**src/rtl/cpu_debug_display_pkg.sv**
```systemverilog
// cpu_dbg_pkg: shared page indices, blank pattern and seven-segment hex font
package cpu_dbg_pkg;
  localparam logic [1:0] PAGE_PC_OP = 2'd0;
  localparam logic [1:0] PAGE_IN1 = 2'd1;
  localparam logic [1:0] PAGE_IN2 = 2'd2;
  localparam logic [1:0] PAGE_RES = 2'd3;
  localparam logic [7:0] SEG_BLANK = 8'hFF;
  localparam logic [6:0] HEX_FONT [16] = '{
    7'h40, 7'h79, 7'h24, 7'h30, 7'h19, 7'h12, 7'h02, 7'h78,
    7'h00, 7'h10, 7'h08, 7'h03, 7'h46, 7'h21, 7'h06, 7'h0E
  };
  function automatic logic [6:0] hex_seg(input logic [3:0] v);
    return HEX_FONT[v];
  endfunction
endpackage

```
**src/rtl/cpu_debug_display_if.sv**
```systemverilog
// cpu_debug_display_if: core observation buses, write-back strobe and step clock
interface cpu_debug_display_if;
  logic wb_clk;
  logic [5:0] opcode;
  logic [31:0] pc_out;
  logic [31:0] alu_in1;
  logic [31:0] alu_in2;
  logic [31:0] alu_result;
  logic cpu_clk;
  modport master(output wb_clk, opcode, pc_out, alu_in1, alu_in2, alu_result, input cpu_clk);
  modport slave(input wb_clk, opcode, pc_out, alu_in1, alu_in2, alu_result, output cpu_clk);
endinterface

```
**src/rtl/cpu_debug_display_btn_debounce.sv**
```systemverilog
// btn_debounce: 2-flop synchroniser, stability counter and one-cycle press pulse
module btn_debounce #(
  parameter int DEB_CYCLES = 1000000
) (
  input  logic clk,
  input  logic rst_n,
  input  logic btn,
  output logic press
);
  localparam int W = DEB_CYCLES > 1 ? $clog2(DEB_CYCLES) : 1;
  logic [1:0] sync;
  logic level;
  logic [W-1:0] cnt;
  logic hit;
  assign hit = cnt == W'(DEB_CYCLES - 1);
  always_ff @(posedge clk or negedge rst_n)
    if (!rst_n) begin
      sync <= '0;
      level <= 1'b0;
      cnt <= '0;
      press <= 1'b0;
    end else begin
      sync <= {sync[0], btn};
      press <= sync[1] & ~level & hit;
      cnt <= (sync[1] == level || hit) ? '0 : cnt + 1'b1;
      level <= (sync[1] != level && hit) ? sync[1] : level;
    end
endmodule

```
**src/rtl/cpu_debug_display.sv**
```systemverilog
// cpu_debug_display: single-step clock generator and paged seven-segment view of core buses
module cpu_debug_display
  import cpu_dbg_pkg::*;
#(
  parameter int SCAN_DIV = 100000,
  parameter int DEB_CYCLES = 1000000,
  parameter int STEP_HIGH = 8
) (
  input  logic clk,
  input  logic rst_n,
  input  logic btn_step,
  input  logic btn_page,
  cpu_debug_display_if.slave dbg,
  output logic [1:0] page,
  output logic [3:0] an,
  output logic [7:0] seg
);
  localparam int SW = STEP_HIGH > 1 ? $clog2(STEP_HIGH) : 1;
  localparam int DW = SCAN_DIV > 1 ? $clog2(SCAN_DIV) : 1;
  logic step_press, page_press;
  logic cpu_clk_q;
  logic [SW-1:0] step_cnt;
  logic [2:0] wb_s;
  logic wb_edge;
  logic [15:0] snap [4];
  logic [15:0] disp;
  logic [DW-1:0] div;
  logic [1:0] d;
  btn_debounce #(.DEB_CYCLES(DEB_CYCLES)) u_step (.clk(clk), .rst_n(rst_n), .btn(btn_step), .press(step_press));
  btn_debounce #(.DEB_CYCLES(DEB_CYCLES)) u_page (.clk(clk), .rst_n(rst_n), .btn(btn_page), .press(page_press));
  assign dbg.cpu_clk = cpu_clk_q;
  assign wb_edge = wb_s[1] & ~wb_s[2];
  assign disp = snap[page];
  always_ff @(posedge clk or negedge rst_n)
    if (!rst_n) begin
      cpu_clk_q <= 1'b0;
      step_cnt <= '0;
    end else begin
      cpu_clk_q <= cpu_clk_q ? step_cnt != SW'(STEP_HIGH - 1) : step_press;
      step_cnt <= cpu_clk_q ? step_cnt + 1'b1 : '0;
    end
  always_ff @(posedge clk or negedge rst_n)
    if (!rst_n) begin
      page <= PAGE_PC_OP;
      wb_s <= '0;
      snap <= '{default: '0};
    end else begin
      page <= page + {1'b0, page_press};
      wb_s <= {wb_s[1:0], dbg.wb_clk};
      if (wb_edge) begin
        snap[PAGE_PC_OP] <= {2'b00, dbg.opcode, dbg.pc_out[7:0]};
        snap[PAGE_IN1] <= dbg.alu_in1[15:0];
        snap[PAGE_IN2] <= dbg.alu_in2[15:0];
        snap[PAGE_RES] <= dbg.alu_result[15:0];
      end
    end
  always_ff @(posedge clk or negedge rst_n)
    if (!rst_n) begin
      div <= '0;
      d <= '0;
      an <= 4'hF;
      seg <= SEG_BLANK;
    end else begin
      div <= (div == DW'(SCAN_DIV - 1)) ? '0 : div + 1'b1;
      d <= (div == DW'(SCAN_DIV - 1)) ? d + 1'b1 : d;
      an <= ~(4'b0001 << d);
      seg <= {d != page, hex_seg(disp[{d, 2'b00} +: 4])};
    end
endmodule

```
**src/flat_wrapper.sv**
```systemverilog
// flat-port wrapper written by rule: the top's interface ports become plain ports
module cpu_debug_display_flat import cpu_dbg_pkg::*;
#(
  parameter int SCAN_DIV = 100000,
  parameter int DEB_CYCLES = 1000000,
  parameter int STEP_HIGH = 8
)
  (clk, rst_n, btn_step, btn_page, page, an, seg, dbg_wb_clk, dbg_opcode, dbg_pc_out, dbg_alu_in1, dbg_alu_in2, dbg_alu_result, dbg_cpu_clk);
  cpu_debug_display_if dbg_i ();
  input  logic clk;
  input  logic rst_n;
  input  logic btn_step;
  input  logic btn_page;
  output logic [1:0] page;
  output logic [3:0] an;
  output logic [7:0] seg;
  input wire logic [$bits(dbg_i.wb_clk)-1:0] dbg_wb_clk;
  input wire logic [$bits(dbg_i.opcode)-1:0] dbg_opcode;
  input wire logic [$bits(dbg_i.pc_out)-1:0] dbg_pc_out;
  input wire logic [$bits(dbg_i.alu_in1)-1:0] dbg_alu_in1;
  input wire logic [$bits(dbg_i.alu_in2)-1:0] dbg_alu_in2;
  input wire logic [$bits(dbg_i.alu_result)-1:0] dbg_alu_result;
  output wire logic [$bits(dbg_i.cpu_clk)-1:0] dbg_cpu_clk;
  assign dbg_i.wb_clk = dbg_wb_clk;
  assign dbg_i.opcode = dbg_opcode;
  assign dbg_i.pc_out = dbg_pc_out;
  assign dbg_i.alu_in1 = dbg_alu_in1;
  assign dbg_i.alu_in2 = dbg_alu_in2;
  assign dbg_i.alu_result = dbg_alu_result;
  assign dbg_cpu_clk = dbg_i.cpu_clk;
  cpu_debug_display #(.SCAN_DIV(SCAN_DIV), .DEB_CYCLES(DEB_CYCLES), .STEP_HIGH(STEP_HIGH)) u_core (.clk(clk), .rst_n(rst_n), .btn_step(btn_step), .btn_page(btn_page), .dbg(dbg_i), .page(page), .an(an), .seg(seg));
endmodule
```
**config.mk**
```make
export PLATFORM = sky130hd
export DESIGN_NAME = cpu_debug_display_flat
export DESIGN_NICKNAME = d
export VERILOG_FILES = /design/src/rtl/cpu_debug_display_pkg.sv /design/src/rtl/cpu_debug_display_if.sv /design/src/rtl/cpu_debug_display_btn_debounce.sv /design/src/rtl/cpu_debug_display.sv /design/src/flat_wrapper.sv
export SDC_FILE = /design/constraint.sdc
export NUM_CORES = 1
export LEC_CHECK = 0
export BUFFER_PORTS_ARGS = -buffer_cell sky130_fd_sc_hd__buf_2
export CAP_MARGIN = 20
export CORE_MARGIN = 2
export CORE_UTILIZATION = 54
export CTS_BUF_LIST = sky130_fd_sc_hd__clkbuf_8 sky130_fd_sc_hd__clkbuf_16
export DETAILED_ROUTE_END_ITERATION = 8
export GPL_ROUTABILITY_DRIVEN = 1
export PLACE_DENSITY = 0.8
export REMOVE_ABC_BUFFERS = 1
export SYNTH_ARGS = -nofsm -noshare
export SYNTH_HDL_FRONTEND = slang
export SYNTH_SLANG_ARGS = --single-unit
export TNS_END_PERCENT = 50
```
**constraint.sdc**
```tcl
create_clock -name clk -period 3.6 [get_ports clk]
set_clock_uncertainty 0.1 [all_clocks]
set_input_delay 0.18 -clock clk [delete_from_list [all_inputs] [get_ports clk]]
set_output_delay 0.18 -clock clk [all_outputs]
set_load 0.02 [all_outputs]
```
==> flow_summary_export.csv <==
group,metric,value,unit
cts,cts_max_path_buffers,2,
yosys,synth_fa_ha_area_frac,0.0332,
floorplanning,die-area,13500,sq um
global_route,grt.total_usage,0.236,
placed_design,placed_cells,766,
layout,post-route-util,0.712,
worst_setup_path,crit_type,"flop to flop",
yosys,synth_seq_cells,150,
layout,antenna_cells,0,
sta,tightest_slew,0.941,ns
sta,rsz0062_at_grt,"false",
layout,fin_cells,864,
route,vias_per_cell,5.34,
min_path,min_path_type,"flop to flop",
power_and_ir_drop,fin_total_pwr,4210,uW
route,num_vias,4618,
yosys,synth_area_per_cell,12.8,sq um
floorplanning,chipWidth,116,um
sta,fmax,313,MHz
yosys,ys_seq_area_frac,0.556,
global_route,antenna_found_initial,0,
cts,cts_sinks,150,
yosys,synth_top_family_by_area,"multiplexers",
cts,post_cts_buffers,0,
yosys,synth_area,6770,sq um
global_route,grt_remaining_overflow,0,
sta,relSlewSlack,0.373,
yosys,synthSimpleGateAreaFrac,0.121,
sta,period_needed,3.19,ns
cts,clk_pin_slew_worst_paths,0.06,ns
cts,cts_max_level,4,
floorplanning,initial_core_util,0.559,
outcome,status,"completed",
worst_setup_path,crit_path_start_kind,"flop",
route,drc,0,
yosys,netlist_instances,529,
global_route,grt_max_degree,85,
yosys,ys_warn_count,0,
global_route,first_global_vias,4977,
run,maxCapViolations,0,
route,postRouteAntennaNets,0,
worst_setup_path,worstPathArrival,3.44,ns
yosys,muxShareOfSynthArea,0.175,
cts,cts_root_buf,"clkbuf_16",
placed_design,gp_congestion,0.889,
floorplanning,die_height,116,um
sta,maxSlewViolCount,0,
placed_design,dp_slack,0.352,ns
floorplanning,rows,40,
power_and_ir_drop,vdd.ir_drop.worst,0.393,mV
sta,hold_viol,0,
floorplanning,core,12100,sq um
cts,cts_buffers,17,
power_and_ir_drop,powerDensity,488,nW/um^2
cts,clock_latency,0.43,ns
yosys,synthArstFlopShare,1.00,
layout,nets,840,
placed_design,port_buffers,81,
yosys,synth-edff-count,0,
global_route,grt_pass1_wl,24.0,mm
yosys,synth_compound_area_frac,0.0194,
route,wl,14.3,mm
route,drt-wirelength-per-cell,16.5,um
worst_setup_path,cp.required,3.85,ns
layout,drive_gt1_frac,0.310,
worst_setup_path,cp_max_fo,13,
sta,final-setup-viol-count,0,
yosys,synth_flop_cell,"dfrtp_1",
floorplanning,ios,154,
placed_design,hpwlAfterDp,8.87,mm
cts,tritoncts,"yes",
sta,fin_crit_sh,0.887,
yosys,synthXorXnorAreaFrac,0.0711,
power_and_ir_drop,p_leak,0.00385,uW
layout,area_growth,27.3,%
route,dr.pass1.iters,4,
sta,setup_slack,0.407,ns
layout,n_fill_cell,821,
worst_setup_path,worstSetupEndpointType,"flop",
yosys,synth_cell_types,50,
route,drt_iter0_drc,361,
==> worst max-delay path: stages, from the launching register on <==
cell and delay, ns:
dfrtp_1 0.86, buf_4 0.37, mux4_2 0.55, mux2_2 0.29, a21oi_2 0.51, buf_4 0.23
nand2b_1 0.07, mux2i_1 0.13
==> metrics by stage <==
stage	area (sq um)	hold slack, ns	TNS [ns]
after global placement	7350	0.159	0
after CTS	8620	0.257	0
after floorplan	6680	-0.216	-11.12
after detailed placement	7350	0.171	0
after global routing	8620	0.261	0
final	8620	0.254	0
==> Yosys cell counts, types with 2 or more instances <==
cell type	count	area [sq um]
nand3_1	21	105
nor3_1	5	25.0
nand4_1	7	43.8
clkbuf_1	8	30.0
o21ai_0	3	15.0
and4_1	7	61.3
xor2_1	30	263
mux2i_1	10	100
or4b_1	2	20.0
buf_6	3	33.8
mux2_2	64	721
and2_1	5	31.3
a22o_1	2	17.5
buf_4	2	15.0
ha_1	18	225
o22ai_1	2	12.5
buf_1	4	15.0
nor4bb_1	2	20.0
and3_1	8	50.1
dfrtp_1	138	3450
nand2_1	26	97.6
mux4_2	14	315
nor2_1	61	229
nor4_1	4	25.0
xnor2_1	25	219
nor2b_1	6	37.5
clkinv_1	2	7.51
or2_2	2	12.5
dfstp_2	12	315
nor3b_1	3	22.5
inv_1	14	52.6
==> cell type report <==
cell class | instances | area [sq um] | share of cell area
multi-input combinational | 345 | 2850 | 0.331
tap | 168 | 210 | 0.0244
clock inverter | 14 | 175 | 0.0203
inverter | 16 | 60.1 | 0.00696
timing repair buffer | 153 | 1120 | 0.130
sequential | 150 | 3770 | 0.437
clock buffer | 18 | 439 | 0.0509
==> report_power, final <==
part | internal, uW | switching, uW | leakage (uW)
clock network | 1110 | 717 | 0.000293
registers | 1830 | 72.3 | 0.00188
logic | 259 | 213 | 0.00168
==> per-layer routing <==
metal / track usage / up-vias / routed length (um) / share of wire
met4: 0.103 / 0 / 396 / 0.028
li1: - / 2152 / - / -
met1: 0.277 / 2332 / 5780 / 0.40
met5: 0 / - / 0 / 0
met3: 0.0649 / 35 / 568 / 0.040
met2: 0.408 / 99 / 7560 / 0.53
==> timing repair <==
item / in CTS / in global routing
endpoints found under the hold margin: 145 / 0
gates resized for setup: 0 / 0
hold buffers: 66 / 0
==> registers in the layout, summed over array words and instances (netlist names) <==
register / flops
u_core.u_page.sync: 2
u_core.u_step.press: 1
u_core.u_step.cnt: 20
u_core.seg: 8
u_core.an: 4
u_core.u_page.cnt: 20
u_core.d: 2
u_core.step_cnt: 3
u_core.page: 2
u_core.u_page.press: 1
u_core.wb_s: 3
u_core.dbg.cpu_clk: 1
u_core.u_page.level: 1
u_core.div: 17
u_core.u_step.level: 1
u_core.snap: 62
u_core.u_step.sync: 2
==> cell usage in the layout, fill, tap and decap left out, drive strengths merged, types with 9 or more instances in the layout <==
cell         instances
dfstp               12
mux2i               10
nor2                61
buf                 87
dfrtp              138
and3                 9
mux2                66
ha                  18
nand2               26
inv                 16
mux4                15
clkbuf              18
nand3               21
xor2                30
xnor2               25
dlygate4sd3         66
==> worst paths after layout <==
path	end	cells past startpoint	start	slack (ns)
worst max-delay path	u_core.seg[4]	7	u_core.page[0]	0.41
min in group asynchronous	u_core.snap[57]	2	rst_n	0.28
max in group asynchronous	u_core.an[0]	3	rst_n	2.15
worst max register to register	u_core.seg[4]	7	u_core.page[0]	0.41
worst min register to register	u_core.wb_s[1]	0	u_core.wb_s[0]	0.25
worst min-delay path	u_core.wb_s[1]	0	u_core.wb_s[0]	0.25
==> cells by family (layout without fill, tap and decap cells) <==
| family | Yosys count | after routing |
|---|---|---|
| AND/OR/NAND/NOR | 164 | 164 |
| multiplexers | 91 | 91 |
| adder cells (fa/ha/maj) | 18 | 18 |
| buffers and inverters | 34 | 201 |
| XOR/XNOR | 55 | 55 |
| flip-flops | 150 | 150 |
| AO/OA/AOI/OAI | 17 | 17 |
Note: power is estimated with default switching activity, not from simulation.
